==> src/rtl/div64x32_pkg.sv <==
// Shared types and width constants for the 64/32 restoring divider.
package div64x32_pkg;

    typedef enum logic {
        IDLE = 1'b0,
        CALC = 1'b1
    } state_t;

    localparam int DIV_ITER   = 32;
    localparam int DIVIDEND_W = 64;
    localparam int DIVISOR_W  = 32;
    localparam int REM_W      = 33;
    localparam int CNT_W      = 5;

endpackage

==> src/rtl/div64x32_fsm.sv <==
// Control for the divider: IDLE/CALC state, iteration counter, and the
// load/step/done strobes that drive the datapath.
module div64x32_fsm
    import div64x32_pkg::*;
(
    input  logic clk,
    input  logic reset,
    input  logic start,
    output logic busy,
    output logic load,
    output logic step,
    output logic done
);

    state_t state;
    state_t next_state;
    logic [CNT_W-1:0] count;
    logic last_iter;

    assign last_iter = (count == CNT_W'(DIV_ITER - 1));

    always_ff @(posedge clk or posedge reset) begin
        if (reset) begin
            state <= IDLE;
            count <= '0;
        end else begin
            state <= next_state;
            if (load)
                count <= '0;
            else if (step)
                count <= count + 1'b1;
        end
    end

    always_comb begin
        next_state = state;
        busy       = 1'b0;
        load       = 1'b0;
        step       = 1'b0;
        done       = 1'b0;
        case (state)
            IDLE: begin
                if (start) begin
                    load       = 1'b1;
                    next_state = CALC;
                end
            end
            CALC: begin
                busy = 1'b1;
                step = 1'b1;
                if (last_iter) begin
                    done       = 1'b1;
                    next_state = IDLE;
                end
            end
            default: next_state = IDLE;
        endcase
    end

endmodule

==> src/rtl/div64x32.sv <==
// 64-by-32 unsigned restoring divider: one quotient bit per cycle, fixed
// 32-cycle calculation, registered results with divide-by-zero/overflow flags.
module div64x32
    import div64x32_pkg::*;
(
    input  logic                  clk,
    input  logic                  reset,
    input  logic                  start,
    input  logic [DIVIDEND_W-1:0] dividend,
    input  logic [DIVISOR_W-1:0]  divisor,
    output logic                  busy,
    output logic [DIVISOR_W-1:0]  quotient,
    output logic [DIVISOR_W-1:0]  remainder,
    output logic                  div_by_zero,
    output logic                  overflow
);

    logic load;
    logic step;
    logic done;

    logic [REM_W-1:0]     r_reg;
    logic [DIVISOR_W-1:0] q_reg;
    logic [DIVISOR_W-1:0] dvsr_reg;
    logic                 dz_pend;
    logic                 ov_pend;
    logic                 err_pend;

    logic [REM_W-1:0]     shifted;
    logic [REM_W-1:0]     dvsr_ext;
    logic                 fits;
    logic [REM_W-1:0]     r_next;
    logic [DIVISOR_W-1:0] q_next;

    div64x32_fsm u_fsm (
        .clk   (clk),
        .reset (reset),
        .start (start),
        .busy  (busy),
        .load  (load),
        .step  (step),
        .done  (done)
    );

    assign err_pend = dz_pend | ov_pend;

    // The bit shifted out of R's top is folded into the compare so a
    // 34-bit shifted value is handled without widening the subtractor.
    always_comb begin
        shifted  = {r_reg[REM_W-2:0], q_reg[DIVISOR_W-1]};
        dvsr_ext = {1'b0, dvsr_reg};
        fits     = r_reg[REM_W-1] | (shifted >= dvsr_ext);
        r_next   = fits ? (shifted - dvsr_ext) : shifted;
        q_next   = {q_reg[DIVISOR_W-2:0], fits};
    end

    // Error cases freeze R/Q so Q still holds dividend[31:0] for the remainder.
    always_ff @(posedge clk or posedge reset) begin
        if (reset) begin
            r_reg       <= '0;
            q_reg       <= '0;
            dvsr_reg    <= '0;
            dz_pend     <= 1'b0;
            ov_pend     <= 1'b0;
            quotient    <= '0;
            remainder   <= '0;
            div_by_zero <= 1'b0;
            overflow    <= 1'b0;
        end else begin
            if (load) begin
                r_reg    <= {1'b0, dividend[DIVIDEND_W-1:DIVISOR_W]};
                q_reg    <= dividend[DIVISOR_W-1:0];
                dvsr_reg <= divisor;
                dz_pend  <= (divisor == '0);
                ov_pend  <= (divisor != '0) && (dividend[DIVIDEND_W-1:DIVISOR_W] >= divisor);
            end else if (step && !err_pend) begin
                r_reg <= r_next;
                q_reg <= q_next;
            end

            if (done) begin
                if (err_pend) begin
                    quotient  <= '1;
                    remainder <= q_reg;
                end else begin
                    quotient  <= q_next;
                    remainder <= r_next[DIVISOR_W-1:0];
                end
                div_by_zero <= dz_pend;
                overflow    <= ov_pend;
            end
        end
    end

endmodule

==> config.mk <==
export PLATFORM = sky130hd
export DESIGN_NAME = div64x32
export DESIGN_NICKNAME = d
export VERILOG_FILES = /design/src/rtl/div64x32_pkg.sv /design/src/rtl/div64x32_fsm.sv /design/src/rtl/div64x32.sv
export SDC_FILE = /design/constraint.sdc
export NUM_CORES = 1
export LEC_CHECK = 0
export BUFFER_PORTS_ARGS = -buffer_cell sky130_fd_sc_hd__buf_2
export CAP_MARGIN = 5
export CORE_ASPECT_RATIO = 2
export CORE_UTILIZATION = 40
export CTS_BUF_LIST = sky130_fd_sc_hd__clkbuf_4
export CTS_CLUSTER_SIZE = 24
export DETAILED_ROUTE_END_ITERATION = 10
export PLACE_DENSITY = 0.59
export SETUP_SLACK_MARGIN = 0.1
export SKIP_CTS_REPAIR_TIMING = 1
export SKIP_LAST_GASP = 1
export SLEW_MARGIN = 5
export SYNTH_ARGS = -nofsm -noshare
export SYNTH_HDL_FRONTEND = slang
export SYNTH_HIERARCHICAL = 1
export SYNTH_SLANG_ARGS = --single-unit
==> constraint.sdc <==
create_clock -name clk -period 8 [get_ports clk]
set_input_delay 0.8 -clock clk [delete_from_list [all_inputs] [get_ports clk]]
set_output_delay 0.8 -clock clk [all_outputs]
set_load 0.05 [all_outputs]
==> results of run 1 <==
[cell families (layout without fill, tap and decap cells)]
kind of cell | Yosys count | after routing | share of synthesized area [%]
AOI/OAI and AO/OA | 400 | 400 | 23.6
and+or+nand+nor | 376 | 376 | 16.5
DFF | 171 | 171 | 40.0
buffers and inverters | 157 | 285 | 6.14
adders and majority gates | 67 | 67 | 7.90
muxes | 41 | 41 | 3.92
xor gates and xnor gates | 25 | 25 | 2.05
other | 0 | 1 | 0
[layout make-up]
| type | instances | area [sq um] | area share, % |
|---|---|---|---|
| clock buffers | 17 | 128 | 1.07 |
| repair buffers | 175 | 901 | 7.53 |
| well taps | 344 | 430 | 3.60 |
| flip-flops and latches | 171 | 4280 | 35.8 |
| multi-input cells | 909 | 5780 | 48.3 |
| inverters | 78 | 298 | 2.49 |
| diodes | 1 | 2.50 | 0.0209 |
| clock inverters | 15 | 151 | 1.27 |
[worst max-delay path, stage by stage (launching register included)]
cell and delay (ps):
dfrtp_1 430, ha_1 520, a21o_1 310, a2111o_1 440, a31oi_1 240, and3_1 210, and3_1 770, nor2_4 290
a31oi_1 370, o221ai_1 150
[metrics by stage]
step	cell area, sq um	hold WS [ps]	setup WS [ps]	std cells	util [%]
2_1_floorplan	10700	455	2740	1237	-
3_3_place_gp	11700	469	4210	1677	44.5
3_5_place_dp	11700	470	4150	1677	44.5
4_1_cts	12000	89.5	4130	1709	45.5
5_1_grt	12000	109	3940	1710	45.5
6_report	12000	125	4140	1710	45.5
[layer usage]
| layer | wire length (um) | share of wire (%) | up-vias | global-route usage (%) |
|---|---|---|---|---|
| met5 | 0 | 0 | - | 0 |
| met4 | 1370 | 4.1 | 0 | 11.5 |
| met3 | 1670 | 5.0 | 54 | 4.17 |
| met2 | 17000 | 51 | 277 | 44.5 |
| met1 | 13600 | 40 | 4523 | 29.7 |
| li1 | - | - | 4642 | - |
[worst max-delay path by stage]
| stage | start | to | slack [ps] | cells past startpoint |
|---|---|---|---|---|
| 6_report | r_reg[29]$_DFFE_PP0P_ | remainder[26]$_DFFE_PP0P_ | 4140 | 9 |
| 2_1_floorplan | reset | div_by_zero$_DFFE_PP0P_ | 2740 | 1 |
| 3_3_place_gp | r_reg[29]$_DFFE_PP0P_ | remainder[26]$_DFFE_PP0P_ | 4210 | 9 |
| 4_1_cts | r_reg[29]$_DFFE_PP0P_ | remainder[26]$_DFFE_PP0P_ | 4130 | 9 |
| 3_5_place_dp | r_reg[29]$_DFFE_PP0P_ | remainder[26]$_DFFE_PP0P_ | 4150 | 9 |
| 5_1_grt | r_reg[29]$_DFFE_PP0P_ | remainder[26]$_DFFE_PP0P_ | 3940 | 9 |
[cell usage in the layout (no fill, tap or decap), drive strengths merged, types with 9 or more instances in the layout]
master and n:
buf 175, dfrtp 171, o21ai 129, nand2 127, nor2 119, a21oi 96
inv 87, ha 66, mux2i 37, a211oi 35, a21o 30, nand3 21
o2bb2ai 19, nand4 18, o31ai 18, nor4 17, clkbuf 17, nor3 17
xnor2 16, nand2b 13, o211ai 13, and3 13, a31oi 9, xor2 9
==> impl_metrics.toml, run 1 <==
[sta]
relSlewSlack_pct = 38.2
rsz0062_at_grt = "no"
finalMaxSlewViolations = 0
worstMarginPinSlew_ps = 927
fin_skew_ps = 26.0
setup-violations-final = 0
fin_crit_sh_pct = 48.3
min_period_ps = 3860
max_freq_ghz = 0.259
tns_ps = 0
finalHoldViolCount = 0

[final_layout]
largest_reg_flops = 33
nFillCells = 2700
area_growth_pct = 11.8
layout.nets = 1518
drive_above_1_share_pct = 17.5

[worst_hold_path]
hold_path_class = "in -> async"

[logic_synthesis]
synth_nets = 1403
synthTopCellsByArea = "dfrtp_1, ha_1, o21ai_0"
seq_area_frac_synth_pct = 40.0
yosysTopAreaCell = "dfrtp_1"
postSynthCellCount = 1237
synth_top_area_share_pct = 40.0
async_flop_share_pct = 100
synth_warnings = 6
synth_flop_cell = "dfrtp_1"
yosys-top-cells-count = "dfrtp_1, nand2_1, nor2_1"
avgSynthCellArea_sq_um = 8.65
synth_cell_types = 70
ys_ff_latch = 171
netlist_area_sq_um = 10700
synth-edff-count = 0
synth.most_common_cell = "dfrtp_1"

[floorplan]
rows = 84
die_x_um = 118
start_util_pct = 40.7
die_h_um = 233
die_area_sq_um = 27500
core_sq_um = 26300
io_pins = 166

[route]
via_count = 9496
post_drt_wl_per_cell_um = 19.7
wirelength_mm = 33.6
drt.antenna.violating_nets = 0
vias_per_cell = 5.55
first_pass_iters = 7
drt_iter0_drc = 479
route.detailed.drc = 0

[global_routing]
track_usage_pct = 25.2
antenna_found_initial = 1
grt_max_degree = 99
grt_first_pass_wirelength_mm = 53.3
grt_pass1_vias = 9599
grt_overflow = 0

[critical_path]
cp_data_arrival_time_ps = 4340
path_max_fanout = 23
crit_required_ps = 8470
crit_type = "reg -> reg"
startpoint_type = "register"
rr_startpoint = "r_reg[29]$_DFFE_PP0P_"
rr_endpoint = "remainder[26]$_DFFE_PP0P_"
reg2regPathDepth = 9
endpoint_kind = "register"
reg2reg_slack_ps = 4140

[clock_tree]
clock-sinks = 171
clock_latency_ps = 620
cts_buffers = 17
cts_buffer_depth = 2
cts_tree = "done"
clkSlewWorstSetupHoldPaths_ps = 150
cts-htree-levels = 4
root_buffer = "clkbuf_4"

[placed_design]
port_buffers = 165
place_congestion = 0.884
hpwl_mm = 25.3

[run]
drv_cap = 0

[outcome]
outcome = "finished, final reports clean"
Power of run 1 is left out: the tool's default activity adds up to more than one toggle a clock period on the data nets, which glitch-free logic cannot reach.
==> run 2, diff against run 1 <==
--- a/config.mk
+++ b/config.mk
@@ -12,7 +12,7 @@
 export CTS_BUF_LIST = sky130_fd_sc_hd__clkbuf_4
 export CTS_CLUSTER_SIZE = 24
 export DETAILED_ROUTE_END_ITERATION = 10
-export PLACE_DENSITY = 0.59
+export PLACE_DENSITY = 0.61
 export SETUP_SLACK_MARGIN = 0.1
 export SKIP_CTS_REPAIR_TIMING = 1
 export SKIP_LAST_GASP = 1
==> constraint.sdc (replaced) <==
create_clock -name clk -period 3.2 [get_ports clk]
set_input_delay 0.32 -clock clk [delete_from_list [all_inputs] [get_ports clk]]
set_output_delay 0.32 -clock clk [all_outputs]
set_load 0.05 [all_outputs]
==> run 2 against run 1 <==
Compared with the run above: global-route usage up 1.2 points; sequential cell count unchanged; wire length increased by 8.5%; first-iteration DRC count up 8.4%; worst hold slack worse by 110 ps.
==> impl_metrics.toml, run 2 (synthesized netlist as in run 1, its figures left out) <==
[outcome]
outcome = "finished, final reports clean"

[critical_path]
reg2regPathDepth = 11
rr_endpoint = "r_reg[27]$_DFFE_PP0P_"
critical-path-top-delay-family = "simple AND/OR/NAND/NOR gates"
crit_type = "reg -> reg"
cp-startpoint = "r_reg[29]$_DFFE_PP0P_"
path_max_fanout = 12
rr_startpoint = "r_reg[29]$_DFFE_PP0P_"
startpoint_type = "register"
cp_data_arrival_time_ps = 3600
crit_path_cell_trace = "ha_4, buf_6, nand4_1, nor4_4, a31oi_2, and3_4, and3_4, buf_4, o211ai_1, a21oi_1, a221o_1"
slowest_stage = "dfrtp_1"
crit_required_ps = 3760
crit_buf_inv = 2
cpMostUsedCell = "and3_4"
reg2reg_slack_ps = 160
max_stage_delay_ps = 450
endpoint_kind = "register"

[floorplan]
rows = 84
io_pins = 166
die_h_um = 233
core_sq_um = 26300
die_x_um = 118
die_area_sq_um = 27500
start_util_pct = 40.7

[worst_hold_path]
worstHoldStart = "dividend[58]"
holdPathEnd = "r_reg[26]$_DFFE_PP0P_"
hold_path_class = "in -> reg"
worstHoldPathCells = 3

[sta]
setup-violations-final = 0
finalMaxSlewViolations = 0
finalHoldViolCount = 0
min_period_ps = 3040
max_freq_ghz = 0.329
fin_crit_sh_pct = 95.0
rsz0062_at_grt = "yes"
worstMarginPinSlew_ps = 677
holdWs_ps = 17.2
relSlewSlack_pct = 54.9
fin_skew_ps = 28.4

[clock_tree]
clock_latency_ps = 670
clock-sinks = 171
clkSlewWorstSetupHoldPaths_ps = 150
cts_tree = "done"
cts_buffers = 17
root_buffer = "clkbuf_4"
cts-htree-levels = 4
cts_buffer_depth = 2

[global_routing]
track_usage_pct = 26.4
antenna_found_initial = 1
grt_overflow = 0
grt_max_degree = 116
grt_pass1_vias = 9974
grt_first_pass_wirelength_mm = 55.2

[route]
via_count = 10200
vias_per_cell = 5.53
drt.antenna.violating_nets = 0
first_pass_iters = 5
route.detailed.drc = 0
post_drt_wl_per_cell_um = 19.8
drt_iter0_drc = 519
wirelength_mm = 36.5

[run]
drv_cap = 0

[placed_design]
place_congestion = 0.937
port_buffers = 165
hpwl_mm = 26.8

[final_layout]
layout.cells.most_common_list = "dfrtp_1, buf_2, nand2_1"
area_growth_pct = 25.7
layout.nets = 1651
seq_area_sq_um = 4290
final_common_cell = "dfrtp_1"
nFillCells = 2547
largest_reg_flops = 33
drive_above_1_share_pct = 20.9
multiInputGateArea_sq_um = 5950
==> run 2: cell types whose count changed in the layout (fill, tap and decap cells not counted), sizes merged <==
cell         before  now
clkinvlp          2    3
inv              87   83
buf             175  215
bufinv            1    2
clkinv            3    4
dlygate4sd3       0   93
clkbuf           17   18
==> run 2: layout make-up <==
type | count | area share [%]
well taps | 344 | 3.20
clock buffers | 18 | 1.00
repair buffers | 308 | 16.3
multi-input cells | 909 | 44.2
flip-flops and latches | 171 | 31.8
diodes | 1 | 0.0186
clock inverters | 14 | 1.16
inverters | 78 | 2.20
==> run 2: worst min-delay path, cell delays in order <==
cell and delay, ps:
buf_2 110, a21oi_1 90, a21oi_1 110
==> run 2: how the worst max path moves through the flow <==
stage                                        to  depth (start not counted)
after floorplan            r_reg[2]$_DFFE_PP0P_                         10
final                     r_reg[27]$_DFFE_PP0P_                         11
after CTS                 r_reg[27]$_DFFE_PP0P_                         10
after global placement    r_reg[27]$_DFFE_PP0P_                         10
after detailed placement  r_reg[27]$_DFFE_PP0P_                         10
after global routing      r_reg[30]$_DFFE_PP0P_                         11
==> run 2: routing by layer <==
layer	part of all wire, %	up-vias	track usage [%]
li1	-	4898	-
met1	38	4867	28.9
met2	52	305	46.7
met3	4.1	113	4.49
met4	6.0	0	17.5
met5	0	-	0
==> run 2: through the flow <==
step / cells / TNS [ps] / utilization (%) / worst slack, ps / cell area, sq um
after floorplan: 1237 / 0 / - / 525 / 10700
after global placement: 1710 / 0 / 45.6 / 34.3 / 12000
after detailed placement: 1710 / 0 / 45.6 / 25.9 / 12000
after CTS: 1742 / -9.46 / 46.8 / -9.46 / 12300
after global routing: 1843 / 0 / 51.2 / 72.6 / 13500
final: 1843 / 0 / 51.2 / 159 / 13500
Power of run 2 is left out for the same reason.
==> run 3, diff against run 2 <==
--- a/config.mk
+++ b/config.mk
@@ -8,11 +8,11 @@
 export BUFFER_PORTS_ARGS = -buffer_cell sky130_fd_sc_hd__buf_2
 export CAP_MARGIN = 5
 export CORE_ASPECT_RATIO = 2
-export CORE_UTILIZATION = 40
+export CORE_UTILIZATION = 45
 export CTS_BUF_LIST = sky130_fd_sc_hd__clkbuf_4
 export CTS_CLUSTER_SIZE = 24
 export DETAILED_ROUTE_END_ITERATION = 10
-export PLACE_DENSITY = 0.61
+export PLACE_DENSITY = 0.67
 export SETUP_SLACK_MARGIN = 0.1
 export SKIP_CTS_REPAIR_TIMING = 1
 export SKIP_LAST_GASP = 1
==> run 3 against run 2 <==
Compared with the run above: the run now ends with DRC left; clock skew down 3.7 ps; cell count down 3.4%; cell area fell by 0.37%; sequential share of layout area rose by 0.072 points; first-iteration DRC count shrank 4.2%; clock-buffer cell count is 1 lower; via count is 0.87% higher; critical path type unchanged; highest routed layer unchanged.
==> impl_metrics.toml, run 3 (synthesized netlist as in run 1, its figures left out) <==
[route]
via_count = 10300
first_pass_iters = 8
vias_per_cell = 5.77
wirelength_mm = 35.9
route.detailed.drc = 14
post_drt_wl_per_cell_um = 20.1
drt_iter0_drc = 497
drt.antenna.violating_nets = 0

[floorplan]
rows = 79
die_x_um = 111
start_util_pct = 45.9
io_pins = 166
core_sq_um = 23300
die_area_sq_um = 24400
die_h_um = 220

[critical_path]
reg2regPathDepth = 12
crit_path_cell_trace = "inv_1, ha_2, fa_2, nand2b_1, a21oi_2, o211ai_1, a211oi_2, buf_4, or3_1, nand4_1, nand3_1, a22o_1"
path_max_fanout = 4
startpoint_type = "register"
slowest_stage = "o211ai_1"
crit_type = "reg -> reg"
endpoint_kind = "register"
crit_required_ps = 3730
cp_data_arrival_time_ps = 3530
max_stage_delay_ps = 460

[clock_tree]
cts_buffers = 17
cts-htree-levels = 4
cts_buffer_depth = 2
cts_tree = "done"
clock-sinks = 171
clkSlewWorstSetupHoldPaths_ps = 160
root_buffer = "clkbuf_4"
clock_latency_ps = 630

[worst_hold_path]
worstHoldPathCells = 3
hold_path_class = "in -> reg"

[placed_design]
hpwl_mm = 26.4
place_area_sq_um = 11900
port_buffers = 165
place_congestion = 0.956

[outcome]
violations = "DRC"
outcome = "finished, violations left"

[run]
drv_cap = 0

[global_routing]
grt_use_met1_pct = 32.6
grt_first_pass_wirelength_mm = 53.4
top_usage_layer = "met2"
grt_max_degree = 87
use_met2_pct = 50.6
grt_overflow = 0
grt_pass1_vias = 9789
gr-usage-met3_pct = 5.03
antenna_found_initial = 1
track_usage_pct = 28.7

[final_layout]
area_growth_pct = 25.3
layout.nets = 1650
layout.cells.most_common_list = "dfrtp_1, buf_2, nand2_1"
fin_area_sq_um = 13400
largest_reg_flops = 33
fin_util_pct = 57.5
drive_above_1_share_pct = 20.5
final_common_cell = "dfrtp_1"

[sta]
rsz0062_at_grt = "yes"
min_period_ps = 3010
finalMaxSlewViolations = 0
fin_crit_sh_pct = 94.0
finalHoldViolCount = 0
setup-violations-final = 0
max_freq_ghz = 0.333
relSlewSlack_pct = 38.7
worstMarginPinSlew_ps = 917
fin_skew_ps = 24.7
-- run 3: cell type report --
cell class,count,area [sq um]
Timing Repair Buffer,307,2210
Tap cell,283,354
Multi-Input combinational cell,909,5930
Clock buffer,17,128
Fill cell,2145,9920
Inverter,78,297
Sequential cell,171,4280
Clock inverter,15,203
Antenna cell,1,2.50
-- run 3: final timing paths --
check | from | slack, ps | endpoint
max in group asynchronous | reset | 1950 | remainder[11]$_DFFE_PP0P_
max reg2reg | q_reg[31]$_DFFE_PP0P_ | 190 | remainder[22]$_DFFE_PP0P_
min reg2reg | remainder[6]$_DFFE_PP0P_ | 510 | remainder[6]$_DFFE_PP0P_
max | q_reg[31]$_DFFE_PP0P_ | 190 | remainder[22]$_DFFE_PP0P_
min in group asynchronous | reset | 180 | u_fsm/count[4]$_DFFE_PP0P_
min | dividend[58] | 20 | r_reg[26]$_DFFE_PP0P_
-- run 3: metal layers --
layer / part of all wire [%] / vias up
li1: - / 4907
met1: 38 / 4891
met2: 51 / 364
met3: 5.0 / 110
met4: 5.6 / 0
met5: 0 / -
-- run 3: critical path: cells and delay by family (launching register included) --
kind                       cells  cell delay [ps]
adders and majority gates      2              450
AOI/OAI and AO/OA              4              940
and+or+nand+nor                4              790
DFF                            1              430
buffers and inverters          2              310
-- run 3: through the flow --
stage / worst slack [ps] / setup TNS [ps] / std cells / hold slack (ps)
after global routing: 78.0 / 0 / 1781 / 14.4
after floorplan: 525 / 0 / 1237 / 111
after CTS: -84.0 / -243 / 1678 / -438
after global placement: 36.8 / 0 / 1646 / 274
final: 194 / 0 / 1781 / 16.9
after detailed placement: -18.6 / -34.9 / 1646 / 275
Power of run 3 is left out for the same reason.
